[config.mk]
export PLATFORM = sky130hd
export DESIGN_NAME = p2s_byte_scheduler
export DESIGN_NICKNAME = d
export VERILOG_FILES = /design/src/rtl/p2s_sched_pkg.sv /design/src/rtl/rr_arbiter2.sv /design/src/rtl/p2s_byte_scheduler.sv
export SDC_FILE = /design/constraint.sdc
export NUM_CORES = 1
export LEC_CHECK = 0
export ABC_CLOCK_PERIOD_IN_PS = 1800
export CORE_MARGIN = 4
export CORE_UTILIZATION = 40
export DETAILED_ROUTE_END_ITERATION = 10
export PLACE_DENSITY = 0.84
export SLEW_MARGIN = 40
export SYNTH_ARGS = -nofsm -noshare
export SYNTH_HDL_FRONTEND = slang
export SYNTH_HIERARCHICAL = 1
export SYNTH_SLANG_ARGS = --single-unit
[constraint.sdc]
create_clock -name clk_8f -period 1.8 [get_ports clk_8f]
set_input_delay 0.36 -clock clk_8f [delete_from_list [all_inputs] [get_ports clk_8f]]
set_output_delay 0.36 -clock clk_8f [all_outputs]
set_load 0.005 [all_outputs]
[src/rtl/p2s_sched_pkg.sv]
// Shared types and constants for the p2s byte-slot scheduler.
// Optional statistics are enabled with `define SCHED_STATS_EN.
package p2s_sched_pkg;

    typedef enum logic [1:0] {
        INIT = 2'd0,
        IDLE = 2'd1,
        SEND = 2'd2
    } sched_state_t;

    // Byte the serializer emits whenever valid_in is low.
    localparam logic [7:0] COMMA_BYTE = 8'hBC;
    localparam int         SLOT_LEN   = 8;

    // Increment that sticks at the all-ones value instead of wrapping.
    function automatic logic [15:0] sat_inc16(input logic [15:0] v);
        return (v == 16'hFFFF) ? v : v + 16'd1;
    endfunction

endpackage

[src/rtl/rr_arbiter2.sv]
// Two-way round-robin arbiter, purely combinational; the pointer lives in the parent.
module rr_arbiter2 (
    input  logic [1:0] req,
    input  logic       ptr,
    output logic [1:0] gnt,
    output logic       gnt_id
);

    // Contention goes to the pointer, otherwise the lone requester wins.
    always_comb begin
        gnt_id = 1'b0;
        gnt    = 2'b00;
        if (req == 2'b11) begin
            gnt_id = ptr;
        end else begin
            gnt_id = req[1];
        end
        if (req != 2'b00) begin
            gnt = gnt_id ? 2'b10 : 2'b01;
        end
    end

endmodule

[src/rtl/p2s_byte_scheduler.sv]
// Byte-slot scheduler for the 8:1 serializer lane in the clk_8f domain.
// Two requesters share the lane round-robin; each granted byte occupies one
// full slot. After reset a run of INIT_COMMAS comma slots is forced.
// Define SCHED_STATS_EN to add saturating grant/idle counters.
module p2s_byte_scheduler
    import p2s_sched_pkg::*;
#(
    parameter int INIT_COMMAS = 4,
    parameter int SLOT_BITS   = 3
) (
    input  logic       clk_8f,
    input  logic       reset_L,
    input  logic       enable,
    input  logic [7:0] req0_data,
    input  logic       req0_valid,
    output logic       req0_ready,
    input  logic [7:0] req1_data,
    input  logic       req1_valid,
    output logic       req1_ready,
    output logic [7:0] data_out,
    output logic       valid_out,
    output logic       slot_start,
    output logic       grant_id,
    output logic [1:0] state_out
`ifdef SCHED_STATS_EN
    ,
    output logic [15:0] cnt_req0,
    output logic [15:0] cnt_req1,
    output logic [15:0] cnt_idle
`endif
);

    localparam logic [SLOT_BITS-1:0] SLOT_ONE  = {{(SLOT_BITS-1){1'b0}}, 1'b1};
    localparam logic [7:0]           LAST_COMMA = 8'(INIT_COMMAS - 1);

    logic [SLOT_BITS-1:0] slot_cnt;
    logic [7:0]           comma_cnt;
    sched_state_t         state, state_nxt;
    logic                 rr_ptr;
    logic [1:0]           gnt;
    logic                 gnt_id;
    logic                 boundary;
    logic                 last_comma;
    logic                 sched_open;
    logic                 take;

    assign boundary   = (slot_cnt == {SLOT_BITS{1'b1}});
    assign last_comma = (comma_cnt == LAST_COMMA);
    // The final INIT boundary already schedules the slot that follows the
    // comma run, so traffic can start right after the last comma slot.
    assign sched_open = (state != INIT) || last_comma;
    assign take       = boundary && sched_open && enable && (gnt != 2'b00);

    assign req0_ready = take && gnt[0];
    assign req1_ready = take && gnt[1];
    assign slot_start = (slot_cnt == '0);
    assign state_out  = state;

    rr_arbiter2 u_arb (
        .req    ({req1_valid, req0_valid}),
        .ptr    (rr_ptr),
        .gnt    (gnt),
        .gnt_id (gnt_id)
    );

    // Free-running slot counter kept in lockstep with the serializer's bit counter.
    always_ff @(posedge clk_8f or negedge reset_L) begin
        if (!reset_L) begin
            slot_cnt <= '0;
        end else begin
            slot_cnt <= slot_cnt + SLOT_ONE;
        end
    end

    // Counts forced comma slots while in INIT.
    always_ff @(posedge clk_8f or negedge reset_L) begin
        if (!reset_L) begin
            comma_cnt <= 8'd0;
        end else if (boundary && state == INIT && !last_comma) begin
            comma_cnt <= comma_cnt + 8'd1;
        end
    end

    // State register.
    always_ff @(posedge clk_8f or negedge reset_L) begin
        if (!reset_L) begin
            state <= INIT;
        end else begin
            state <= state_nxt;
        end
    end

    // Next-state decision, taken only in the boundary cycle.
    always_comb begin
        state_nxt = state;
        if (boundary) begin
            case (state)
                INIT:    if (last_comma) state_nxt = take ? SEND : IDLE;
                IDLE:    state_nxt = take ? SEND : IDLE;
                SEND:    state_nxt = take ? SEND : IDLE;
                default: state_nxt = INIT;
            endcase
        end
    end

    // Serializer-facing byte: loads on a transfer, otherwise the next slot is a comma.
    always_ff @(posedge clk_8f or negedge reset_L) begin
        if (!reset_L) begin
            data_out  <= 8'h00;
            valid_out <= 1'b0;
            grant_id  <= 1'b0;
            rr_ptr    <= 1'b0;
        end else if (boundary) begin
            if (take) begin
                data_out  <= gnt_id ? req1_data : req0_data;
                valid_out <= 1'b1;
                grant_id  <= gnt_id;
                rr_ptr    <= ~gnt_id;
            end else begin
                valid_out <= 1'b0;
            end
        end
    end

`ifdef SCHED_STATS_EN
    // Saturating per-requester grant counts and idle comma-slot count.
    always_ff @(posedge clk_8f or negedge reset_L) begin
        if (!reset_L) begin
            cnt_req0 <= 16'd0;
            cnt_req1 <= 16'd0;
            cnt_idle <= 16'd0;
        end else if (boundary && sched_open) begin
            if (take && !gnt_id) cnt_req0 <= sat_inc16(cnt_req0);
            if (take &&  gnt_id) cnt_req1 <= sat_inc16(cnt_req1);
            if (!take)           cnt_idle <= sat_inc16(cnt_idle);
        end
    end
`endif

endmodule

# Word level (Yosys, flattened, before mapping)
# Cells that the tools add are included.
# W data, S select, Z words.
[totals] register_bits=24 inputBits=21 output_inout_bits=15 elab_cells=41
[op_classes] n_addsub=2 eq_ne=6 mux=8 bitwise_logic=1 n_reduce_logical=17
[ops] op="$add A8 B1 Y8 const B" n=1
[ops] op="$eq A8 B2 Y1 const B" n=1
[ops] op="$mux W2" n=4
[ops] op="$mux W8" n=1
[ops] op="$logic_and A1 B1 Y1" n=7
[ops] op="$reduce_bool A2 Y1" n=3
[ops] op="$eq A2 B2 Y1 const B" n=2
[ops] op="$pmux W2 S2" n=1
[ops] op="$reduce_and A2 Y1" n=2
[ops] op="$add A3 B1 Y3 const B" n=1
[ops] op="$eq A3 B3 Y1 const B" n=1
[ops] op="$logic_not A3 Y1" n=1
[ops] op="$eq A2 B1 Y1 const B" n=1
[ops] op="$logic_not A2 Y1" n=1
[ops] op="$mux W1" n=2
[ops] op="$ne A2 B2 Y1 const B" n=1
[ops] op="$reduce_or A2 Y1" n=1
[ops] op="$logic_not A1 Y1" n=1
[ops] op="$logic_or A1 B1 Y1" n=1
[ops] op="$not A1 Y1" n=1

# Logic depth before layout (Yosys ltp)
# Gate-level depths: netlist of run 1.
[depth] depth_word=9 ltp_mapped=7 mapped_depth_nobuf=6

# By module
# Netlist of run 1, hierarchy kept.
[by_module_without_submodules] mod="p2s_byte_scheduler" instances=1 cells_per_inst=93 area_each_um2=1221.2 seq_area_each_um2=600.6
[by_module_without_submodules] mod="rr_arbiter2" instances=1 cells_per_inst=4 area_each_um2=26.3 seq_area_each_um2=0.0

# Worst setup path after synthesis of run 1
# No wires, ideal clock.
[synth_timing] path_kind="reg2out" start="register slot_cnt[0]" end="output req0_ready" t_arrival_ns=1.389 t_required_ns=1.440 path_slack_ns=0.051 path_stages_with_launch=8 cell_sequence="dfrtp_1 -> ha_1 -> ha_1 -> buf_4 -> nand2_1 -> nor2_4 -> buf_12 -> and2_2"
[synth_between] elab_chain_len=5
[synth_lines] item="from (decl)" line="p2s_byte_scheduler.sv:36" text="logic [SLOT_BITS-1:0] slot_cnt;"
[synth_lines] item="from (signal assigned)" line="p2s_byte_scheduler.sv:71" text="slot_cnt <= slot_cnt + SLOT_ONE;"
[synth_lines] item="$eq A3 B3 Y1" line="p2s_byte_scheduler.sv:47" text="assign boundary = (slot_cnt == {SLOT_BITS{1'b1}});"
[synth_lines] item="$logic_and A1 B1 Y1 (3 in series)" line="p2s_byte_scheduler.sv:52" text="assign take = boundary && sched_open && enable && (gnt != 2'b00);"
[synth_lines] item="$logic_and A1 B1 Y1" line="p2s_byte_scheduler.sv:54" text="assign req0_ready = take && gnt[0];"
[synth_lines] item="to (decl)" line="p2s_byte_scheduler.sv:16" text="output logic req0_ready,"
# Every way passes these cells.

# Final worst setup path of run 1
[layout_timing] start="register rr_ptr" end="output req1_ready"
[layout_between] elab_chain_len=6
[layout_lines] item="from (decl)" line="p2s_byte_scheduler.sv:39" text="logic rr_ptr;"
[layout_lines] item="from (signal assigned)" line="p2s_byte_scheduler.sv:118" text="rr_ptr <= ~gnt_id;"
[layout_lines] item="$mux W1 (*)" line="rr_arbiter2.sv:13" text="if (req == 2'b11) begin"
[layout_lines] item="$mux W2 (*)" line="rr_arbiter2.sv:19" text="gnt = gnt_id ? 2'b10 : 2'b01;"
[layout_lines] item="$mux W2 (*)" line="rr_arbiter2.sv:18" text="if (req != 2'b00) begin"
[layout_lines] item="net gnt[1]" line="p2s_byte_scheduler.sv:40" text="logic [1:0] gnt;"
[layout_lines] item="$reduce_bool A2 Y1" line="p2s_byte_scheduler.sv:52"
[layout_lines] item="$logic_and A1 B1 Y1" line="p2s_byte_scheduler.sv:52"
[layout_lines] item="$logic_and A1 B1 Y1 (*)" line="p2s_byte_scheduler.sv:55" text="assign req1_ready = take && gnt[1];"
[layout_lines] item="to (decl)" line="p2s_byte_scheduler.sv:19" text="output logic req1_ready,"
# The timed path passes the listed nets; every way through them passes the cells marked *.

==> results of run 1 <==
-- metrics by stage --
| stage | utilization [%] | area (sq um) | hold WS (ns) |
|---|---|---|---|
| floorplan | - | 1250 | 0.0644 |
| global placement | 59.0 | 1790 | 0.429 |
| detailed placement | 59.0 | 1790 | 0.461 |
| CTS | 61.3 | 1860 | 0.403 |
| global route | 63.5 | 1920 | 0.414 |
| finish | 63.5 | 1920 | 0.393 |
-- per-layer routing --
metal,vias to the layer above,part of all wire [%]
met3,2,5.6
met2,30,53
met5,-,0
met4,0,0.38
li1,475,-
met1,489,41
-- kinds of logic after synthesis --
kind of cell	synth area share [%]
compound gates	7.42
xor+xnor	4.21
fa+ha+maj	4.01
buf+inv	3.71
flops	48.1
mux	19.6
simple gates	12.9
-- worst max-delay path, cell delays in order (launching register included) --
cell	delay [ns]
dfrtp_1	0.42
inv_1	0.10
a21boi_2	0.20
o21a_1	0.17
nand2_2	0.08
nor2_4	0.12
buf_6	0.10
and2_4	0.13
buf_6	0.08
-- cell type report --
type	count	area, sq um	share of cell area, %
flip-flops and latches	24	601	31.2
inverters	4	15.0	0.781
clock buffers	4	36.3	1.89
well taps	44	55.1	2.86
repair buffers	63	593	30.8
multi-input cells	66	623	32.4
-- power by group --
part           leakage (uW)  total [uW]  switching, uW  internal [uW]
Combinational      0.000535         256           83.6            173
Sequential         0.000301         598           22.8            575
Clock             0.0000210         278            155            123
Total              0.000858        1130            261            871
-- cells in the final DEF (no fill, tap or decap), drive strengths merged, types with 3 or more instances in the layout --
cell type | synthesis | final
and2 | 3 | 3
a21boi | 4 | 4
nand2 | 7 | 7
ha | 4 | 4
inv | 4 | 4
mux2 | 19 | 19
dfrtp | 24 | 24
clkdlybuf4s50 | 0 | 30
clkbuf | 0 | 6
buf | 3 | 29
xnor2 | 4 | 4
nor2 | 6 | 6
-- registers in the layout (all words and copies together), names as in the netlist --
name       flops
slot_cnt       3
grant_id       1
state_out      2
data_out       8
comma_cnt      8
rr_ptr         1
valid_out      1
-- worst paths after layout --
path | startpoint | slack, ns | endpoint
setup / recovery | rr_ptr | -0.28 | req1_ready
hold / removal | reset_L | 0.39 | rr_ptr
setup reg to reg | rr_ptr | -0.06 | data_out[0]
hold reg to reg | data_out[1] | 0.53 | data_out[1]
max in group asynchronous | reset_L | 1.17 | data_out[2]
min in group clk_8f | data_out[1] | 0.53 | data_out[1]
-- what timing repair did --
| item | 4_1_cts | 5_1_grt |
|---|---|---|
| setup endpoints to repair | 12 | 14 |
| setup buffers | 4 | 2 |
| gates cloned | 0 | 1 |
| endpoints found under the hold margin | 0 | 0 |
| gates resized for setup | 19 | 9 |
| pin swaps | 4 | 2 |
==> impl_metrics.py, run 1 <==
metrics = {
    "synth": {
        "mappedNetlistArea_sq_um": 1250,
        "ys_ff_latch": 24,
        "synthCells": 97,
        "synthFlopType": "dfrtp_1",
        "yosysMostFrequentCell": "dfrtp_1",
        "synth_top_area_share_pct": 48.1,
        "synth_top_area_cell": "dfrtp_1",
        "ys_types": 32,
        "synth.area.top_cells": "dfrtp_1 (48%), mux2_2 (9.9%), mux2_4 (9.6%)",
        "seq_area_frac_synth_pct": 48.1,
        "synth_commonest_cells": "dfrtp_1 (24), mux2_2 (11), mux2_4 (8)",
        "syn_nets": 122,
        "async_reset_ff_share_pct": 100,
        "synth-edff-count": 0,
        "yosysWarnings": 6,
        "syn_avg_cell_area_sq_um": 12.9,
    },
    "critical_path": {
        "rr_worst_depth": 9,
        "required_ns": 1.44,
        "crit_arrival_ns": 1.72,
        "setup.worst_path.end_class": "primary output",
        "path_max_fanout": 3,
        "start_kind": "flip-flop",
        "path_class": "flip-flop to primary output",
    },
    "power": {
        "p_per_area_nw_per_um2": 589,
        "report.power.total_uw": 1130,
        "vdd_drop_max_mv": 0.184,
        "p_leak_uw": 0.000858,
    },
    "timing": {
        "relSlewSlack_pct": 79.8,
        "max_clock_freq_ghz": 0.481,
        "post-route-period-util_pct": 116,
        "setup_viol": 11,
        "worst_pin_slew_ns": 0.303,
        "rsz0062_at_grt": "true",
        "setup_ws_ns": -0.279,
        "hold_viol": 0,
        "drv_slew": 0,
        "finalSetupTns_ns": -0.912,
        "period_needed_ns": 2.08,
        "clock_skew_ns": 0.00507,
    },
    "global_routing": {
        "antenna_found_initial": 0,
        "grt_overflow_total": 0,
        "met2_usage_pct": 29.4,
        "track_usage_pct": 15.9,
        "busiest_layer": "met2",
        "grt_max_degree": 25,
        "grtUsageMet3_pct": 3.34,
        "grt_pass1_vias": 1100,
        "grt_first_pass_wirelength_um": 5170,
        "met1_usage_pct": 18.6,
    },
    "routing": {
        "wirelength_um": 3150,
        "route.detailed.drc": 0,
        "vias": 996,
        "first_pass_iters": 3,
        "drtAntennaViolNets": 0,
        "vias_per_cell": 4.86,
        "routedWlPerCell_um": 15.4,
        "dr.first_iter.drc_count": 33,
    },
    "die": {
        "die_x_um": 63.8,
        "io_pins": 36,
        "die_h_um": 63.8,
        "rows": 20,
        "initial_core_util_pct": 41.2,
        "core_sq_um": 3030,
        "die_area_sq_um": 4080,
    },
    "cts": {
        "cts.sinks": 24,
        "clk_pin_slew_worst_paths_ns": 0.13,
        "clock_latency_ns": 0.31,
        "cts_tree": "yes",
        "cts-htree-levels": 1,
        "numCtsBuffers": 3,
        "root_buffer": "clkbuf_4",
        "cts.path.max_buffers": 2,
        "ctsHoldBuffers": 0,
    },
    "placed_design": {
        "detailed_place_hpwl_um": 2290,
        "place_ws_ns": -0.713,
        "finalWeightedCongestion": 0.699,
        "io_buffers": 35,
        "dp.cells": 195,
    },
    "outcome": {
        "status": "finished, violations left",
        "violations": "setup timing",
    },
    "cells_and_area": {
        "antenna_cells": 0,
        "final_cells": 205,
        "synthToLayoutAreaGrowth_pct": 54.2,
        "drive_above_1_share_pct": 41.6,
        "fin_nets": 187,
        "n_fill_cell": 217,
    },
    "hold_path": {
        "hold_class": "input port to asynchronous set/reset pin",
    },
    "run": {
        "max_cap_viol_count": 0,
    },
}
(Power assumes the default switching activity.)
==> run 2, diff against run 1 <==
MAX_ROUTING_LAYER = met4   (was default)
==> run 2 against run 1 <==
The flow still finishes with violations (setup timing). Die area stayed put. Critical endpoint unchanged. Sequential share of layout area stayed put. Utilization stayed put. Sequential power hardly changed. Hold slack hardly changed. Flip-flop and latch count stayed put. Largest cell class unchanged. Total power hardly changed. Critical path type unchanged. Cell count stayed put. Critical path depth stayed put. Clock power hardly changed. Register-to-register slack hardly changed.
==> impl_metrics.py, run 2 (synthesis results as in run 1) <==
metrics = {
    "cts": {
        "cts-htree-levels": 1,
        "numCtsBuffers": 3,
        "cts.sinks": 24,
        "root_buffer": "clkbuf_4",
        "clk_pin_slew_worst_paths_ns": 0.13,
        "ctsHoldBuffers": 0,
        "cts_tree": "yes",
        "clock_latency_ns": 0.31,
        "cts.path.max_buffers": 2,
    },
    "timing": {
        "hold_viol": 0,
        "post-route-period-util_pct": 116,
        "relSlewSlack_pct": 79.8,
        "clock_skew_ns": 0.00507,
        "period_needed_ns": 2.08,
        "max_clock_freq_ghz": 0.481,
        "finalSetupTns_ns": -0.913,
        "setup_ws_ns": -0.279,
        "setup_viol": 11,
        "drv_slew": 0,
        "rsz0062_at_grt": "true",
        "worst_pin_slew_ns": 0.303,
    },
    "critical_path": {
        "r2r-end": "data_out[0]",
        "path_max_fanout": 3,
        "required_ns": 1.44,
        "rr_worst_depth": 9,
        "setup.worst_path.end_class": "primary output",
        "path_class": "flip-flop to primary output",
        "cp-startpoint": "rr_ptr",
        "crit_arrival_ns": 1.72,
        "cp-endpoint": "req1_ready",
        "r2r_setup_slack_ns": -0.06,
        "r2r_start": "rr_ptr",
        "start_kind": "flip-flop",
    },
    "outcome": {
        "status": "finished, violations left",
        "violations": "setup timing",
    },
    "placed_design": {
        "dp.cells": 195,
        "finalWeightedCongestion": 0.706,
        "place_ws_ns": -0.713,
        "io_buffers": 35,
        "detailed_place_hpwl_um": 2290,
    },
    "routing": {
        "drtAntennaViolNets": 0,
        "vias": 996,
        "vias_per_cell": 4.86,
        "routedWlPerCell_um": 15.3,
        "wirelength_um": 3150,
        "route.detailed.drc": 0,
        "first_pass_iters": 3,
        "dr.first_iter.drc_count": 41,
    },
    "die": {
        "core_sq_um": 3030,
        "rows": 20,
        "die_h_um": 63.8,
        "die_area_sq_um": 4080,
        "io_pins": 36,
        "initial_core_util_pct": 41.2,
        "die_x_um": 63.8,
    },
    "cells_and_area": {
        "synthToLayoutAreaGrowth_pct": 54.2,
        "final_cells": 205,
        "fin_nets": 187,
        "final_cell_mix": "clkdlybuf4s50_1 (30), dfrtp_1 (24), buf_4 (24)",
        "drive_above_1_share_pct": 41.6,
        "final_common_cell": "clkdlybuf4s50_1",
        "reg.largest.list": "comma_cnt: 8 flops, data_out: 8 flops, slot_cnt: 3 flops",
        "antenna_cells": 0,
    },
    "global_routing": {
        "grt_max_degree": 25,
        "track_usage_pct": 16.4,
        "antenna_found_initial": 0,
        "grt_overflow_total": 0,
        "grt_first_pass_wirelength_um": 5190,
        "grt_pass1_vias": 1099,
    },
    "power": {
        "p_leak_uw": 0.000858,
        "p_per_area_nw_per_um2": 589,
        "vdd_drop_max_mv": 0.184,
        "report.power.total_uw": 1130,
    },
    "hold_path": {
        "hold_class": "input port to asynchronous set/reset pin",
    },
    "run": {
        "max_cap_viol_count": 0,
    },
}
-- run 2: cell counts in the layout (fill, tap and decap cells not counted) --
Identical to the previous run, type by type.
-- run 2: per-stage QoR --
| stage | utilization, % | hold WS (ns) | area (sq um) |
|---|---|---|---|
| after detailed placement | 59.0 | 0.461 | 1790 |
| after CTS | 61.3 | 0.403 | 1860 |
| after floorplan | - | 0.0644 | 1250 |
| after global placement | 59.0 | 0.429 | 1790 |
| after global routing | 63.5 | 0.415 | 1920 |
| final | 63.5 | 0.393 | 1920 |
-- run 2: critical path, cell delays in order (launching register included) --
cell and delay (ns):
dfrtp_1 0.42, inv_1 0.10, a21boi_2 0.20, o21a_1 0.17, nand2_2 0.08, nor2_4 0.12
buf_6 0.10, and2_4 0.13, buf_6 0.08
-- run 2: what timing repair did --
action,4_1_cts,5_1_grt
setup endpoints to repair,12,14
pin swaps,4,2
cloned,0,1
gates resized for setup,19,9
buffers inserted,4,2
-- run 2: layout make-up --
| class | instances | area, sq um |
|---|---|---|
| Multi-Input combinational cell | 66 | 623 |
| Fill cell | 217 | 1100 |
| Tap cell | 44 | 55.1 |
| Inverter | 4 | 15.0 |
| Clock buffer | 4 | 36.3 |
| Sequential cell | 24 | 601 |
| Timing Repair Buffer | 63 | 593 |
-- run 2: worst min path at each step --
stage	startpoint	endpoint	slack, ns	cells past startpoint
2_1_floorplan	reset_L	comma_cnt[0]	0.06	0
5_1_grt	reset_L	comma_cnt[5]	0.42	2
3_5_place_dp	slot_cnt[0]	slot_cnt[0]	0.46	1
4_1_cts	reset_L	data_out[0]	0.40	2
6_report	reset_L	rr_ptr	0.39	2
3_3_place_gp	slot_cnt[0]	slot_cnt[0]	0.43	1
-- run 2: routing by layer --
metal | wire [um] | track usage (%) | part of all wire [%]
met1 | 1270 | 18.7 | 40
met2 | 1670 | 29.4 | 53
met3 | 196 | 3.34 | 6.2
met4 | 12 | 3.50 | 0.38
met5 | 0 | - | 0
-- run 2: power breakdown --
part           leakage, uW  internal (uW)  switching [uW]
Clock            0.0000210            123             155
Combinational     0.000535            173            83.4
Sequential        0.000301            575            22.8
Total             0.000858            871             261
==> run 3, diff against run 2 <==
SLEW_MARGIN = 20   (was 40)
==> results of run 3 <==
No change in the layout: final DEF, timing and power equal those of run 2.
